--- config.mk ---
export PLATFORM = sky130hd
export DESIGN_NAME = debounce_pulse
export DESIGN_NICKNAME = d
export VERILOG_FILES = /design/src/rtl/debounce_pulse.sv
export SDC_FILE = /design/constraint.sdc
export NUM_CORES = 1
export LEC_CHECK = 0
export ABC_AREA = 1
export CAP_MARGIN = 20
export CORE_MARGIN = 3
export CORE_UTILIZATION = 45
export CTS_CLUSTER_SIZE = 20
export DETAILED_ROUTE_END_ITERATION = 8
export SLEW_MARGIN = 0
export SYNTH_ARGS = -nofsm -noshare
export SYNTH_HDL_FRONTEND = slang
export SYNTH_SLANG_ARGS = --single-unit
export TNS_END_PERCENT = 30
--- constraint.sdc ---
create_clock -name Clk -period 2.2 [get_ports Clk]
set_clock_uncertainty 0.15 [all_clocks]
set_input_delay 0.44 -clock Clk [delete_from_list [all_inputs] [get_ports Clk]]
set_output_delay 0.44 -clock Clk [all_outputs]
set_load 0.02 [all_outputs]
--- src/rtl/debounce_pulse.sv ---
// debounce_pulse
//   Turns a raw, bouncing pushbutton into a clean one-cycle Inc pulse. The
//   pulse feeds a mod-4 counter. A debounced Level output is also provided.
//   Btn passes through a two-flop synchroniser. A four-state FSM with a
//   stability counter then debounces the synchronised signal.
//
// Parameters
//   DB_CYCLES : number of consecutive stable synchronised samples needed to
//               accept an edge (must be >= 2)
//   CNT_W     : stability counter width; 2**CNT_W must exceed DB_CYCLES-1
//
// Ports
//   Clk   : system clock, rising edge
//   Reset : synchronous active-high reset
//   Btn   : raw asynchronous pushbutton, 1 = pressed
//   Inc   : one-cycle pulse per debounced press (registered)
//   Level : debounced button level, 1 = pressed (registered)
module debounce_pulse #(
  parameter int DB_CYCLES = 500000,
  parameter int CNT_W     = 19
) (
  input  logic Clk,
  input  logic Reset,
  input  logic Btn,
  output logic Inc,
  output logic Level
);

  typedef enum logic [1:0] {
    IDLE       = 2'b00,
    DB_PRESS   = 2'b01,
    HELD       = 2'b10,
    DB_RELEASE = 2'b11
  } state_t;

  localparam logic [CNT_W-1:0] CNT_LAST = CNT_W'(DB_CYCLES - 1);

  state_t           state_reg, state_next;
  logic [CNT_W-1:0] cnt_reg, cnt_next;
  logic             s1_reg, s2_reg;
  logic             inc_reg, inc_next;
  logic             level_reg, level_next;
  logic             btn_s;

  assign btn_s = s2_reg;
  assign Inc   = inc_reg;
  assign Level = level_reg;

  always_ff @(posedge Clk) begin
    if (Reset) begin
      s1_reg    <= 1'b0;
      s2_reg    <= 1'b0;
      state_reg <= IDLE;
      cnt_reg   <= '0;
      inc_reg   <= 1'b0;
      level_reg <= 1'b0;
    end else begin
      s1_reg    <= Btn;
      s2_reg    <= s1_reg;
      state_reg <= state_next;
      cnt_reg   <= cnt_next;
      inc_reg   <= inc_next;
      level_reg <= level_next;
    end
  end

  always_comb begin
    state_next = state_reg;
    cnt_next   = cnt_reg;
    inc_next   = 1'b0;
    case (state_reg)
      IDLE: begin
        if (btn_s) begin
          state_next = DB_PRESS;
          cnt_next   = '0;
        end
      end
      DB_PRESS: begin
        if (!btn_s) begin
          state_next = IDLE;
          cnt_next   = '0;
        end else if (cnt_reg == CNT_LAST) begin
          // The only path into HELD that emits a pulse. Re-entry from
          // DB_RELEASE is a bounce on release, not a new press.
          state_next = HELD;
          cnt_next   = '0;
          inc_next   = 1'b1;
        end else begin
          cnt_next = cnt_reg + 1'b1;
        end
      end
      HELD: begin
        if (!btn_s) begin
          state_next = DB_RELEASE;
          cnt_next   = '0;
        end
      end
      DB_RELEASE: begin
        if (btn_s) begin
          state_next = HELD;
          cnt_next   = '0;
        end else if (cnt_reg == CNT_LAST) begin
          state_next = IDLE;
          cnt_next   = '0;
        end else begin
          cnt_next = cnt_reg + 1'b1;
        end
      end
      default: begin
        state_next = IDLE;
        cnt_next   = '0;
      end
    endcase
    // Level is decoded from the next state so that it rises together with Inc.
    level_next = (state_next == HELD) || (state_next == DB_RELEASE);
  end

endmodule

==> results of run 1 <==
-- layout by cell type, fill, tap and decap left out, drive strengths merged --
master	n
nand2	63
nor2	29
dfxtp	25
inv	19
a21oi	16
nand3	11
o21ai	10
nand4	5
xor2	5
clkdlybuf4s50	4
xnor2	4
nor3	3
clkbuf	3
a21o	2
o21a	1
ha	1
clkinvlp	1
buf	1
-- cell usage after synthesis, drive strengths merged --
cell type and n:
nand4 5, nand2 63, ha 1, o21ai 10
nor3 3, dfxtp 25, inv 19, a21o 2
o21a 1, xor2 5, xnor2 4, a21oi 16
nor2 29, buf 4, nand3 11, clkbuf 2
-- logic make-up after synthesis --
logic type / after synthesis
AND/OR/NAND/NOR: 111
AO/OA/AOI/OAI: 29
buffers and inverters: 25
flip-flops: 25
XOR/XNOR: 9
adder cells (fa/ha/maj): 1
-- power groups by stage --
stage          clock network, W  logic [W]  registers (W)
6_report               0.000215  0.0000266       0.000456
5_1_grt                0.000250  0.0000299       0.000457
4_1_cts                0.000228  0.0000271       0.000457
3_5_place_dp                  0  0.0000270       0.000466
3_3_place_gp                  0  0.0000262       0.000466
2_1_floorplan                 0  0.0000192       0.000466
-- per-stage QoR --
step	instance area [um^2]	total power, W
global placement	1470	0.0004925
detailed placement	1470	0.0004934
global route	1500	0.0007367
floorplan	1431	0.0004852
CTS	1500	0.0007119
finish	1500	0.0006984
-- layer usage --
metal  vias to the layer above  track usage
li1                        643            -
met1                       526       0.1991
met2                        21       0.2517
met3                         4      0.03777
met4                         0      0.03857
met5                         -            0
-- worst paths after layout --
path | cells after the start | end | slack (ns)
max reg2reg | 6 | Level | 0.49
max | 1 | Level | 0.35
min | 2 | btn_s | 0.28
min reg2reg | 2 | btn_s | 0.28
-- cell type report --
| class | count | area (um^2) |
|---|---|---|
| clock buffer | 3 | 22.52 |
| tap | 42 | 52.55 |
| multi-input combinational | 150 | 795.8 |
| inverter | 19 | 73.82 |
| fill | 294 | 1400 |
| clock inverter | 1 | 7.507 |
| timing repair buffer | 5 | 47.55 |
| sequential | 25 | 500.5 |
==> metrics list, run 1 <==
- The number of hold-slack violations in the final timing report came to 0.
- After layout, the worst setup slack is 0.3480 ns.
- Wire length of the first global-routing pass: 4.878 mm
- Clock Root Buffer: sky130_fd_sc_hd__clkbuf_4
- Result of the run: complete, no violations
* Peak supply drop: 0.3471 mV
- Routed len/inst: 11.29 um
* Power per unit of standard cell area: 465.6 nW/um^2
- Ports: 5
* Hold Worst Slack: 0.2759 ns
* Starting DRT DRC Count: 66
- The HPWL after detailed placement is a little over 2 mm.
* Number of slew-limit violations in the final report: 0
* Startpoint type of the worst setup path: flop
* Met2 Routed Length: 1.277 mm
* Overall via count from detail_route: 1194
- Of the total synthesized cell area, the portion taken by XOR and XNOR cells is 0.06031.
- For the worst setup path, the data required time is 1.61 ns.
* Fraction of post-synthesis cell area in the top cell type by area: 0.3497
- Die footprint: 3894 um^2
* Combinational family with the most area after synthesis: simple AND/OR/NAND/NOR gates
- Of the total synthesized cell area, the portion taken by full adders, half adders and majority gates is 0.008741.
- Ant. Diodes: 0
- Wires add up to 2.767 mm.
* Worst min path class: reg2reg
- Post-CTS repair changed the size of 0 cells.
- Setup repair after global routing left no endpoint under its margin.
* Fraction of layout cells with a size suffix above 1: 0.1626
- Number of global-route vias before repair: ~1100
- Clock Tree Buf Depth: 2
- The initial utilization of the core area, before any placement, comes to 0.4935.
- Avg Inst Size Synth: 7.157 um^2
- For this run, the total global-route usage over all layers was measured as 0.1527.
- CP top delay family: buffers and inverters
- Largest net degree at the start of global routing: 19
* Type of the setup path with the least slack: reg2out
- CP Max Fanout: 1
- After synthesis, the cell types taking the most area are sky130_fd_sc_hd__dfxtp_1 35%, sky130_fd_sc_hd__nand2_1 14%, sky130_fd_sc_hd__nor2_1 5.8%, sky130_fd_sc_hd__inv_1 4.5%, sky130_fd_sc_hd__nand2_2 4.4%.
- Timing analysis after detailed placement gives a worst setup slack of roughly 0.47 ns.
- The floorplan step defined a core boundary enclosing 2900 um^2.
* Total of flip-flops plus latches after synthesis: 25
- Cell area after synthesis: 1431 um^2
- For this design the static power due to leakage is about 0.5 nW.
* DRT antenna net count: 0
- For the worst-skew pair, the clock arrives at the later sink with an insertion delay of around 0.33 ns.
- Sequential-to-total area share from yosys stat: 0.3497
- CTS built an H-tree with a depth of 1.
* Area added between synthesis and finish: 4.808%
- Of the total power, the share spent switching nets is 0.2369.
- Number of remaining DRC errors: 0
- Setup violations remaining at the end of the flow were counted as 0.
- CTS sink count: 25
- The share of the synthesized area in compound gates (AO/OA/AOI/OAI) came to 0.1224.
- For the worst setup path, the data arrival time is roughly 1.3 ns.
- Routed length on met3: 109 um
- Dividing the final minimum period by the clock period gives 0.8418.
* Finished Core Util: 0.5173
* Count of unique library cells instantiated by Yosys: 27
- Clock-pin transition on the worst setup and hold timing paths: 0.15 ns
* Cell type with the largest total area after synthesis: sky130_fd_sc_hd__dfxtp_1
* Combinational group share of total power: 0.038
- Std cell rows: 19
* CTS buffer count: 3
* Min-delay src: s1_reg
- The register with the most flip-flops in the layout has 19 of them.
- The number of antenna violations at the first check in global routing was 0.
- During synthesis, Yosys emitted a total of 0 warnings.
* Clk pwr share: 0.308
* Vias per std cell: ~4.9
* Chip Height: ~62 um
- Maximum clock rate: 0.5399 GHz
- For this run, the post-layout net count is about 210.
- The tool flagged a number of max-cap violations equal to 0.
- The startpoint identified for the worst register-to-register timing path is cnt_reg[1].
* Grt ovf: 0
- Slowest cell on the critical path: sky130_fd_sc_hd__clkdlybuf4s50_1
* Slowest Stage Delay on Critical Path: 0.60 ns
- Uppermost layer routed: met4
- Post-synthesis mux area share: 0
- Worst slew margin relative to its limit: 0.7850
- CTS tree: yes
- Buffers and inverters on the worst path: 1
* CTS Hold Bufs: 0
- The finished layout holds about 250 standard cells, fillers aside.
- In the final timing run, aggregate negative setup slack is 0 ns.
- In this run the worst setup path begins at Level.
- Of the total synthesized cell area, the portion taken by AND, OR, NAND and NOR gates is 0.3645.
* Internal power of the cells: 0.0005330 W
- For this block, wires on met1 add up to 1.350 mm.
- Subtracting the final worst setup slack from the clock period gives 1.852 ns.
- Placed Instances: 241
* Slew at the pin closest to its max-slew limit: 0.3220 ns
- Switching component of the power: 0.0001655 W
- The number of nets in the synthesized netlist is 204.
- The die is 62.40 um wide.
* Input/output buffers: 4
- Traced cell by cell, the critical path runs through clkdlybuf4s50_1.
* Number of instances in the synthesized netlist: 200
* Drt first pass iters: 4
- Portion of total power attributed to sequential cells: 0.654
- Critical Path Sink Type: output pin
* Post-CTS setup-driven buffer insertion count: 0
- Routability-driven placement finished with a final weighted congestion of 0.8375.
Note: power is estimated with default switching activity, not from simulation.
==> run 2: changes to the inputs <==
==> constraint.sdc (replaced) <==
create_clock -name Clk -period 1.55 [get_ports Clk]
set_clock_uncertainty 0.15 [all_clocks]
set_input_delay 0.31 -clock Clk [delete_from_list [all_inputs] [get_ports Clk]]
set_output_delay 0.31 -clock Clk [all_outputs]
set_load 0.02 [all_outputs]
==> run 2 against run 1 <==
Compared with the run above: critical path depth increased by 8; sequential share of layout area fell by 2.3 points; critical endpoint is now cnt_reg[18]; setup slack worse by 0.33 ns; worst hold slack lost 0.0097 ns; highest routed layer unchanged; largest cell class unchanged.
==> metrics list, run 2 (synthesis gave the netlist of run 1 again) <==
- The initial cell density of the core is 0.4935 (unchanged).
* Wire length of the first global-routing pass: 5.402 mm (+11%)
- Setup repair after global routing could not meet its margin everywhere.
- The ratio of total power to cell area came to 614.7 nW/um^2 (+32%).
- The CTS clock-pin slew for the worst setup and hold paths is 0.15 ns (about the same).
* Met2 capacity usage during global routing: 0.2996 (+0.04794)
- The worst path in the final design needs a cycle of roughly 1.5 ns, including I/O delays and setup.
- The tightest min-delay check is of the reg2reg type.
* Input/output buffers: 4 (unchanged)
* Number of flip-flops under the largest register name: 19 (unchanged)
- The part of the power in the clock network was 0.318 (+0.010).
- The via count of the routed design was 1273 (+6.6%).
- The met1 global-route usage was 0.2089 (+0.009774).
- Internal power of the cells: 0.0007595 W (+43%)
* Peak supply drop: 0.6153 mV (+77%)
* Share of total power consumed by net switching: 0.2508 (+0.01384)
* Portion of total power attributed to sequential cells: 0.639 (-0.015)
- Std cell rows: 19 (unchanged)
- Final standard cell area without fillers: 1649 um^2 (+9.9%)
- Final WL: 3.059 mm (+11%)
- Fraction of the cycle the final worst path needs: 0.9855
- CP top delay family: simple AND/OR/NAND/NOR gates
- CP Max Fanout: 4 (+3)
- Cell chain of the critical path: ha_4 -> nand2_4 -> nor2_4 -> nand2_4 -> nor2_4 -> buf_6 -> a21o_1 -> nand2_1 -> a21oi_2
* Slew at the pin closest to its max-slew limit: 0.2903 ns (-0.03168 ns)
* Setup violators final: 0 (unchanged)
- Estimated wirelength of the detail-placed design: 2.268 mm (+9.1%)
- Startpoint type of the worst setup path: flop
- Maximum level of the CTS H-tree: 1 (unchanged)
- Critical Path Sink Type: flop
- The number of antenna violations at the first check in global routing is 0 (unchanged).
- met2 is the most crowded layer.
- The floorplan die height was 62.40 um (unchanged).
- The final estimated routing congestion in global placement is 0.8323 (-0.62%).
- On the critical path, the stage with the largest delay is an instance of sky130_fd_sc_hd__dfxtp_2.
- The standby leakage power came to 0.5984 nW (+22%).
* Crit path DAT: 1.67 ns (+0.41 ns)
- Net count, final: 219 (+5.3%)
* Number of slew-limit violations in the final report: 0 (unchanged)
- The number of optimization iterations in the first detailed-route pass was 4 (unchanged).
- The remaining routing DRC violations is 0 (unchanged).
- The number of placed cells counting well taps came to 250 (+3.7%).
- CTS buffer count: 3 (unchanged)
- Finished Core Util: 0.5686 (+0.05134)
- CTS sink count: 25 (unchanged)
- Routed len/inst: 11.95 um (+5.8%)
* Post-place instance area: 1538 um^2 (+4.6%)
- The placeable core area is 2900 um^2 (unchanged).
- The number of buffers added to fix hold violations after cts came to 0 (unchanged).
- Type of the setup path with the least slack: reg2reg
* Die W: 62.40 um (unchanged)
- The number of hold-slack violations in the final timing report is 0 (unchanged).
- Met3 demand-to-capacity share in global routing: 0.03957 (+0.001799)
- Worst-Skew Late Latency: 0.34 ns (about the same)
- Most common cell after layout, fill and taps aside: sky130_fd_sc_hd__nand2_1
- Die footprint: 3894 um^2 (unchanged)
- Vias per std cell: 4.973 (+2.0%)
- Slowest Stage Delay on Critical Path: 0.38 ns (-0.22 ns)
* Result of the run: complete, no violations
- Hold Worst Slack: 0.2662 ns (-0.009694 ns)
- Fraction of layout cells with a size suffix above 1: 0.2897 (+0.1272)
* Maximum clock rate: 0.6546 GHz
- The total global-route track usage is 0.1703 (+0.01764).
- Area added between synthesis and finish: 15.21%
- Largest net degree at the start of global routing: 19 (unchanged)
- The power spent charging and discharging nets came to 0.0002542 W (+54%).
* Critical path required time: 1.69 ns (+0.08 ns)
* Clock Root Buffer: sky130_fd_sc_hd__clkbuf_4
- The global route total overflow was 0 (unchanged).
- Ports: 5 (unchanged)
- The count of routing violations after the opening detailed-route iteration is 51 (-23%).
- DRT antenna net count: 0 (unchanged)
- Finished Layout Cells: 256 (+4.5%)
* Number of max-cap violations: 0 (unchanged)
- Buffers and inverters on the worst path: 1 (unchanged)
* Clock Tree Buf Depth: 2 (unchanged)
- Highest-count cells in the layout ignoring fill and taps: 49 x sky130_fd_sc_hd__nand2_1, 18 x sky130_fd_sc_hd__nor2_1, 17 x sky130_fd_sc_hd__inv_1
* Combinational group share of total power: 0.043 (+0.005)
- Number of global-route vias before repair: 1236 (+15%)
- Setup TNS: 0 ns (unchanged)
- The number of antenna diodes came to 0 (unchanged).
- CTS tree: yes
- Worst slew margin relative to its limit: 0.8055 (+0.02048)
## run 2: routing by layer
layer / part of all wire / routed length (um) / vias up
li1: - / - / 667
met1: 0.47 / 1441 / 588
met2: 0.49 / 1510 / 14
met3: 0.027 / 83 / 4
met4: 0.0075 / 23 / 0
met5: 0 / 0 / -
## run 2: what timing repair did
item	in CTS	in global routing
endpoints found under the setup margin	15	23
pin swaps	0	7
gates resized for setup	5	24
buffers inserted	0	2
endpoints found under the hold margin	0	0
## run 2: power groups by stage
stage | Combinational (W) | Clock (W) | Sequential [W]
4_1_cts | 0.0000417 | 0.000326 | 0.000648
3_3_place_gp | 0.0000401 | 0 | 0.000662
5_1_grt | 0.0000490 | 0.000352 | 0.000648
2_1_floorplan | 0.0000272 | 0 | 0.000661
3_5_place_dp | 0.0000414 | 0 | 0.000662
6_report | 0.0000439 | 0.000322 | 0.000648
## run 2: stage by stage
stage	worst slack, ns	total power (W)
after floorplan	0.004373	0.0006886
after global placement	0.008379	0.0007017
after detailed placement	-0.05443	0.0007033
after CTS	-0.02854	0.001016
after global routing	-0.06018	0.001050
final	0.02241	0.001014
## run 2: worst paths after layout
| kind | startpoint | to | slack (ns) | cells after the start |
|---|---|---|---|---|
| worst max-delay path | cnt_reg[1] | cnt_reg[18] | 0.02 | 9 |
| worst min-delay path | s1_reg | btn_s | 0.27 | 2 |
| worst max register to register | cnt_reg[1] | cnt_reg[18] | 0.02 | 9 |
| worst min register to register | s1_reg | btn_s | 0.27 | 2 |
## run 2: worst reg2reg max path: cells and delay by family, from the launching register on
family                     cells  cell delay [ns]
AOI/OAI and AO/OA              2             0.19
adders and majority gates      1             0.15
buffers and inverters          1             0.12
DFF                            1             0.38
and+or+nand+nor                5             0.50
## run 2: area by class of cell
type / instances / area (um^2)
Fill cell: 286 / 1251
Multi-Input combinational cell: 150 / 844.6
Sequential cell: 25 / 511.7
Timing Repair Buffer: 16 / 131.4
Inverter: 19 / 78.83
Tap cell: 42 / 52.55
Clock buffer: 3 / 22.52
Clock inverter: 1 / 7.507
